## config.mk

```make
export PLATFORM = sky130hd
export DESIGN_NAME = instruction_fetch_unit
export DESIGN_NICKNAME = d
export VERILOG_FILES = /design/src/rtl/instruction_fetch_unit.sv
export SDC_FILE = /design/constraint.sdc
export NUM_CORES = 1
export LEC_CHECK = 0
export ABC_AREA = 1
export CORE_ASPECT_RATIO = 2
export CORE_MARGIN = 2
export CORE_UTILIZATION = 49
export CTS_BUF_LIST = sky130_fd_sc_hd__clkbuf_8 sky130_fd_sc_hd__clkbuf_16
export DETAILED_ROUTE_END_ITERATION = 12
export GPL_ROUTABILITY_DRIVEN = 1
export PLACE_DENSITY = 0.93
export SETUP_SLACK_MARGIN = 0.2
export SLEW_MARGIN = 20
export SYNTH_ARGS = -nofsm -noshare
export SYNTH_HDL_FRONTEND = slang
export SYNTH_SLANG_ARGS = --single-unit
```

## constraint.sdc

```tcl
create_clock -name clk -period 3.2 [get_ports clk]
set_input_delay 0.96 -clock clk [delete_from_list [all_inputs] [get_ports clk]]
set_output_delay 0.96 -clock clk [all_outputs]
set_load 0.02 [all_outputs]
```

## src/rtl/instruction_fetch_unit.sv

```systemverilog
// ----------------------------------------------------------------------------
// instruction_fetch_unit
//   IF-stage requester for a byte-addressed, combinational-read instruction
//   memory. It holds the PC, drives it straight out as Inst_Address, and
//   captures the returned word into the IF/ID pipeline register. It also
//   handles stall, branch redirect (with bubble), run-off past the end of
//   memory (HALT) and misaligned redirect targets (sticky FAULT).
//
// Ports
//   clk, reset         : clock, synchronous active-high reset
//   stall              : hold PC / IF/ID / fetch_count
//   branch_taken       : redirect request from EX
//   branch_target[63:0]: redirect byte address
//   Instruction[31:0]  : word read at Inst_Address (same cycle)
//   Inst_Address[63:0] : fetch address (= PC register)
//   if_id_pc/_instruction/_valid : IF/ID pipeline register
//   halted             : fetch stopped, PC past the last legal word
//   fault              : sticky misaligned-redirect flag
//   fetch_count[31:0]  : delivered-instruction count, saturating
// ----------------------------------------------------------------------------
module instruction_fetch_unit #(
    parameter logic [63:0] RESET_PC   = 64'd0,
    parameter int          IMEM_BYTES = 88,
    parameter logic [31:0] NOP_INST   = 32'h0000_0013
) (
    input  logic        clk,
    input  logic        reset,
    input  logic        stall,
    input  logic        branch_taken,
    input  logic [63:0] branch_target,
    input  logic [31:0] Instruction,
    output logic [63:0] Inst_Address,
    output logic [63:0] if_id_pc,
    output logic [31:0] if_id_instruction,
    output logic        if_id_valid,
    output logic        halted,
    output logic        fault,
    output logic [31:0] fetch_count
);

    localparam logic [63:0] LAST_ADDR = 64'(IMEM_BYTES - 4);

    typedef enum logic [1:0] {S_RUN, S_HALT, S_FAULT} state_t;

    state_t      r_state, w_state_nxt;
    logic [63:0] r_pc;
    logic [63:0] r_if_id_pc;
    logic [31:0] r_if_id_inst;
    logic        r_if_id_valid;
    logic [31:0] r_fetch_count;

    logic        w_aligned;
    logic        w_in_range;
    logic        w_redirect;   // PC <= branch_target
    logic        w_capture;    // IF/ID <= real instruction, PC += 4
    logic        w_bubble;     // IF/ID <= NOP bubble

    assign w_aligned  = (branch_target[1:0] == 2'b00);
    // Range check is done on the PC at fetch time, never on the target.
    assign w_in_range = (r_pc <= LAST_ADDR);

    // ---------------- state register ----------------
    always_ff @(posedge clk) begin
        if (reset) r_state <= S_RUN;
        else       r_state <= w_state_nxt;
    end

    // ---------------- next-state / datapath control ----------------
    always_comb begin
        w_state_nxt = r_state;
        w_redirect  = 1'b0;
        w_capture   = 1'b0;
        w_bubble    = 1'b0;
        case (r_state)
            S_RUN: begin
                if (branch_taken) begin
                    // Redirect overrides stall; the wrong-path word is dropped.
                    w_bubble = 1'b1;
                    if (w_aligned) w_redirect  = 1'b1;
                    else           w_state_nxt = S_FAULT;
                end else if (stall) begin
                    // hold everything
                end else if (w_in_range) begin
                    w_capture = 1'b1;
                end else begin
                    w_bubble    = 1'b1;
                    w_state_nxt = S_HALT;
                end
            end
            S_HALT: begin
                w_bubble = 1'b1;
                if (branch_taken) begin
                    if (w_aligned) begin
                        w_redirect  = 1'b1;
                        w_state_nxt = S_RUN;
                    end else begin
                        w_state_nxt = S_FAULT;
                    end
                end
            end
            default: begin
                w_bubble = 1'b1;
            end
        endcase
    end

    // ---------------- outputs ----------------
    always_comb begin
        halted = (r_state == S_HALT);
        fault  = (r_state == S_FAULT);
    end

    // ---------------- datapath ----------------
    always_ff @(posedge clk) begin
        if (reset) begin
            r_pc          <= RESET_PC;
            r_if_id_pc    <= 64'd0;
            r_if_id_inst  <= NOP_INST;
            r_if_id_valid <= 1'b0;
            r_fetch_count <= 32'd0;
        end else begin
            if (w_redirect)     r_pc <= branch_target;
            else if (w_capture) r_pc <= r_pc + 64'd4;

            if (w_capture) begin
                r_if_id_pc    <= r_pc;
                r_if_id_inst  <= Instruction;
                r_if_id_valid <= 1'b1;
                if (r_fetch_count != 32'hFFFF_FFFF)
                    r_fetch_count <= r_fetch_count + 32'd1;
            end else if (w_bubble) begin
                r_if_id_pc    <= 64'd0;
                r_if_id_inst  <= NOP_INST;
                r_if_id_valid <= 1'b0;
            end
        end
    end

    assign Inst_Address      = r_pc;
    assign if_id_pc          = r_if_id_pc;
    assign if_id_instruction = r_if_id_inst;
    assign if_id_valid       = r_if_id_valid;
    assign fetch_count       = r_fetch_count;

endmodule

```

# Word level (Yosys, flattened, before mapping)

Cells that the tools add are included.

Register bits: 195
Bits of input ports: 100
Logic and storage cells: 50
Output and inout port bits: 195

Multiplexer cells: 26
Add/subtract/negate cells: 2
Magnitude comparators: 1
Reduce and logical (&&, ||, !) cells: 8
Equality and inequality tests: 7

Operators with widths:

| kind                                                                   | count |
|---|---|
| 64-bit two-way mux                                                     | 4 |
| 64-bit by 3-bit adder with 64-bit output, second input constant        | 1 |
| 64-bit by 7-bit <= comparator with 1-bit output, second input constant | 1 |
| 32-bit two-way mux                                                     | 2 |
| 32-bit by 1-bit adder with 32-bit output, second input constant        | 1 |
| 32-bit != test, second input constant                                  | 1 |
| 1-bit two-way mux                                                      | 13 |
| 2-bit two-way mux                                                      | 6 |
| 3-bit != test, second input constant                                   | 3 |
| 2-bit nonzero test                                                     | 3 |
| 5-bit AND reduction                                                    | 1 |
| 2-bit zero test                                                        | 2 |
| 2-bit one-hot mux with 2 select lines                                  | 1 |
| 2-bit by 1-bit == test with 1-bit output, second input constant        | 1 |
| 2-bit == test, second input constant                                   | 1 |
| 2-bit != test, second input constant                                   | 1 |
| 2-bit AND reduction                                                    | 1 |
| 2-bit OR reduction                                                     | 1 |

# Longest topological paths before layout

Word-level depth: 7
Gate-level depth with buffers: 13
Mapped depth without buffers: 13

# Worst setup path after synthesis

OpenSTA, ideal clock, no wires.

Path kind: input -> register
Start point: input branch_target[0]
End point: register r_pc[0], in the netlist Inst_Address[0]
Path buffers: 2
Data required time: 3.089 ns
Path slack: 1.036 ns
Library setup time: 0.111 ns
Cell stages on the path: 8
Arrival time: 2.053 ns
Cell sequence: nor2_1 > nand2_1 > nor2_4 > clkinv_1 > clkbuf_1 > buf_2 > nand3_1 > inv_1

Longest elaborated chain between the ends: 5
Elaborated cells between the ends (all ways): 6
Those cells by class: mux (4); reduce/logical (2)

Ends and longest elaborated chain:

| element                                                         | line   | source |
|---|---|---|
| start, declared                                                 | 30     | `input logic [63:0] branch_target,` |
| 2-bit zero test                                                 | 58     | `assign w_aligned = (branch_target[1:0] == 2'b00);` |
| 1-bit two-way mux                                               | 79, 93 |  |
| 1-bit two-way mux                                               | 76     | `if (branch_taken) begin` |
| 1-bit two-way mux                                               | --     |  |
| 64-bit two-way mux / 2-bit nonzero test (equally long branches) | --     |  |
| end signal, assigned                                            | 122    | `if (w_redirect) r_pc <= branch_target;` |
| end signal, assigned                                            | 123    | `else if (w_capture) r_pc <= r_pc + 64'd4;` |
| end, declared                                                   | 46     | `logic [63:0] r_pc;` |

Parallel ways exist; a longest one is shown, timed or not.
A chain may end at the register's enable or synchronous reset.

# Final worst setup path

Start point: register r_state[1]
End point: output fault

Longest elaborated chain between the ends: 1

Ends and longest elaborated chain:

| element                | line | source |
|---|---|---|
| start, declared        | 45   | `state_t r_state, w_state_nxt;` |
| start signal, assigned | 65   | `else r_state <= w_state_nxt;` |
| 2-bit == test          | 110  | `fault = (r_state == S_FAULT);` |
| end, declared          | 37   | `output logic fault,` |

No other way between the ends.

==> results.py <==
metrics = {
    "run_status": {
        "outcome": "finished, final reports clean",
    },
    "synthesis": {
        "synth-async-reset-ratio_pct": 0,
        "synth_cell_types": 38,
        "synth-seq-cells": 195,
        "syn_nets": 1259,
        "synth_area_leader_cell": "sky130_fd_sc_hd__dfxtp_1",
        "syn_area_per_cell_um2": 7.20,
        "synth_edf_count": 0,
        "yosysWarnings": 0,
        "yosys.cell_count.top_type": "sky130_fd_sc_hd__nand2_1",
        "synth.area.top_cells": "sky130_fd_sc_hd__dfxtp_1 47%, sky130_fd_sc_hd__nand2_1 15%, sky130_fd_sc_hd__nor2_1 7.9%, sky130_fd_sc_hd__a21oi_1 6.8%, sky130_fd_sc_hd__nand3_1 3.6%",
        "dominantRegCellSynth": "sky130_fd_sc_hd__dfxtp_1",
        "synth_common_cells": "336 x sky130_fd_sc_hd__nand2_1, 195 x sky130_fd_sc_hd__dfxtp_1, 176 x sky130_fd_sc_hd__nor2_1, 113 x sky130_fd_sc_hd__a21oi_1, 73 x sky130_fd_sc_hd__inv_1",
        "synth_seq_area_share_pct": 47.0,
        "postSynthCellCount": 1155,
        "syn_area_mm2": 0.00831,
        "post-synth-top-area-fraction_pct": 47.0,
    },
    "global_route": {
        "globalRouteTotalUtil_pct": 30.4,
        "grt_start_max_net_pins": 75,
        "number_of_antenna_violations_at_the_first_check_in_global_routing": 2,
        "first_pass_grt_wire_length_um": 42400,
        "via_count_of_the_first_global_routing_pass": 8510,
        "grt_remaining_overflow": 0,
    },
    "cells_and_area": {
        "ff_latch_area_mm2": 0.00390,
        "final_layout_size_suffix_gt1_share_pct": 5.22,
        "area_of_combinational_cells_with_multiple_inputs_mm2": 0.00380,
        "area_growth_pct": 43.4,
        "num-nets-final": 1528,
        "num-fill-cells": 1258,
    },
    "sta": {
        "final_period_util_pct": 84.4,
        "grt_setup_unrepaired": "false",
        "hold_ws_ns": 0.439,
        "timing_hold_violations_final": 0,
        "final.setup_skew_ns": 0.0117,
        "final_critical_path_required_period_ns": 2.70,
        "timing.slew.headroom_pct": 53.5,
        "max_clock_freq_mhz": 370,
        "final-setup-viol-count": 0,
        "timing.setup.tns_ns": 0,
        "final-max-slew-violation-count": 0,
        "timing_worst_slew_pin_value_ns": 0.691,
    },
    "critical_path": {
        "startpoint_of_the_worst_setup_timing_path": "r_state[1]",
        "setup.worst_path.class": "reg2out",
        "cp_data_required_time_ns": 2.24,
        "endpoint_kind": "output port",
        "worst-endpoint-arrival_ns": 1.74,
        "r2r_start": "fetch_count[0]",
        "crit_path_start_kind": "register",
        "timing.critical_path.fanout_max": 6,
    },
    "floorplanning": {
        "placeableCoreArea_mm2": 0.0167,
        "start_util_pct": 49.8,
        "chipWidth_um": 96.1,
        "dieArea_mm2": 0.0181,
        "top_level_ports": 295,
        "die-height_um": 188,
        "placement_rows": 67,
    },
    "route": {
        "drc": 0,
        "detail_route.iter0.violations": 371,
        "wl_per_cell_um": 16.7,
        "final_antenna_net_count": 0,
        "drt_pre_antenna_iters": 5,
        "totalWireLength_um": 27500,
        "via_per_inst": 5.24,
        "routed-via-count": 8627,
    },
    "clock_network": {
        "cts_tree": "yes",
        "worst_setup_hold_path_clk_slew_ns": 0.08,
        "h-tree-depth": 4,
        "post-cts-setup-buffers": 0,
        "post_cts_gate_resize_count": 0,
        "clockRootBuffer": "sky130_fd_sc_hd__clkbuf_16",
        "post_cts_hold_buffer_count": 0,
        "total_clock_sinks": 195,
        "worst_skew_pair.late_latency_ns": 0.43,
        "number_of_buffers_between_clock_root_and_the_deepest_sink": 2,
        "cts_made_buffers": 17,
    },
    "placement": {
        "dp_hpwl_um": 20100,
        "routabilityCongestion": 1.00,
        "io_buffers": 294,
    },
    "pwr": {
        "power.net_switching_uw": 1380,
        "power.clock.fraction_pct": 39.9,
        "cell_internal_pwr_uw": 3780,
        "power_density_mw_per_mm2": 433,
        "share_comb_of_total_power_pct": 11.2,
        "p_leak_uw": 0.00437,
        "power.share.switching_pct": 26.7,
        "ir_drop_v": 0.000469,
        "pwr-share-seq_pct": 48.9,
    },
    "hold_path": {
        "min_path_type": "reg2reg",
        "holdCritStartpoint": "if_id_pc[55]",
    },
    "run": {
        "drv_cap": 0,
    },
}
layout by cell type (no fill, tap or decap), types with 4 or more instances in the layout:
cell,instances
sky130_fd_sc_hd__a21oi_1,113
sky130_fd_sc_hd__buf_4,15
sky130_fd_sc_hd__clkbuf_16,17
sky130_fd_sc_hd__clkdlybuf4s50_1,293
sky130_fd_sc_hd__clkinv_4,4
sky130_fd_sc_hd__dfxtp_1,195
sky130_fd_sc_hd__ha_1,4
sky130_fd_sc_hd__inv_1,74
sky130_fd_sc_hd__inv_8,5
sky130_fd_sc_hd__nand2_1,336
sky130_fd_sc_hd__nand3_1,60
sky130_fd_sc_hd__nand3_2,11
sky130_fd_sc_hd__nand3b_1,4
sky130_fd_sc_hd__nand4_1,8
sky130_fd_sc_hd__nor2_1,176
sky130_fd_sc_hd__nor2_4,4
sky130_fd_sc_hd__nor3_1,10
sky130_fd_sc_hd__o21ai_0,39
sky130_fd_sc_hd__o21bai_1,9
sky130_fd_sc_hd__o22ai_1,4
sky130_fd_sc_hd__xnor2_1,7
sky130_fd_sc_hd__xor2_1,16
layout make-up:
class,count,area share (%)
Clock buffer,18,3.69
Antenna cell,2,0.0420
Tap cell,207,2.17
Multi-Input combinational cell,824,31.9
Sequential cell,195,32.8
Inverter,75,2.36
Timing Repair Buffer,311,26.1
Clock inverter,14,1.03
registers in the layout (all words and copies together), names as in the netlist:
signal             flops
if_id_valid            1
if_id_instruction     32
if_id_pc              64
Inst_Address          64
fetch_count           32
r_state                2
path summary, 6_finish.rpt:
kind / end / slack (ns) / depth (start not counted)
worst max register to register: fetch_count[6] / 0.74 / 13
worst max-delay path: fault / 0.50 / 3
worst min-delay path: if_id_pc[55] / 0.44 / 2
worst min register to register: if_id_pc[55] / 0.44 / 2
per-layer routing:
| metal | wire, um | global-route usage (%) |
|---|---|---|
| met5 | 0 | 0 |
| met1 | 9330 | 30.2 |
| met3 | 1690 | 7.08 |
| met4 | 1880 | 19.9 |
| met2 | 14600 | 54.0 |
kinds of logic (layout without fill, tap and decap cells):
family / Yosys count / count (layout) / share of synthesized area (%)
compound gates: 172 / 172 / 10.9
xor+xnor: 23 / 23 / 2.42
fa+ha+maj: 4 / 4 / 0.602
buf+inv: 136 / 418 / 7.35
flops: 195 / 195 / 47.0
mux: 2 / 2 / 0.241
other cells: 0 / 2 / 0
simple gates: 623 / 623 / 31.5
power groups by stage:
stage          clock network, uW  registers [uW]  logic [uW]
4_1_cts                     2090            2520         581
2_1_floorplan                  0            2610         242
3_5_place_dp                   0            2580         577
6_report                    2060            2520         580
3_3_place_gp                   0            2570         566
5_1_grt                     2180            2530         628
per-stage QoR:
stage	setup WS, ns	area [um2]	std cells	power, uW	util, %
after floorplan	1.04	8310	1155	2850	-
after global placement	0.366	11400	1612	3140	68.0
after detailed placement	0.284	11400	1612	3150	68.0
after CTS	0.490	11900	1644	5190	71.4
after global routing	0.424	11900	1646	5330	71.4
final	0.500	11900	1646	5160	71.4
worst max-delay path, stage by stage (launching register included):
cell and delay [ns]:
sky130_fd_sc_hd__dfxtp_1 0.46, sky130_fd_sc_hd__inv_1 0.10, sky130_fd_sc_hd__nor2_1 0.10, sky130_fd_sc_hd__clkdlybuf4s50_1 0.65
(Power assumes the default switching activity.)
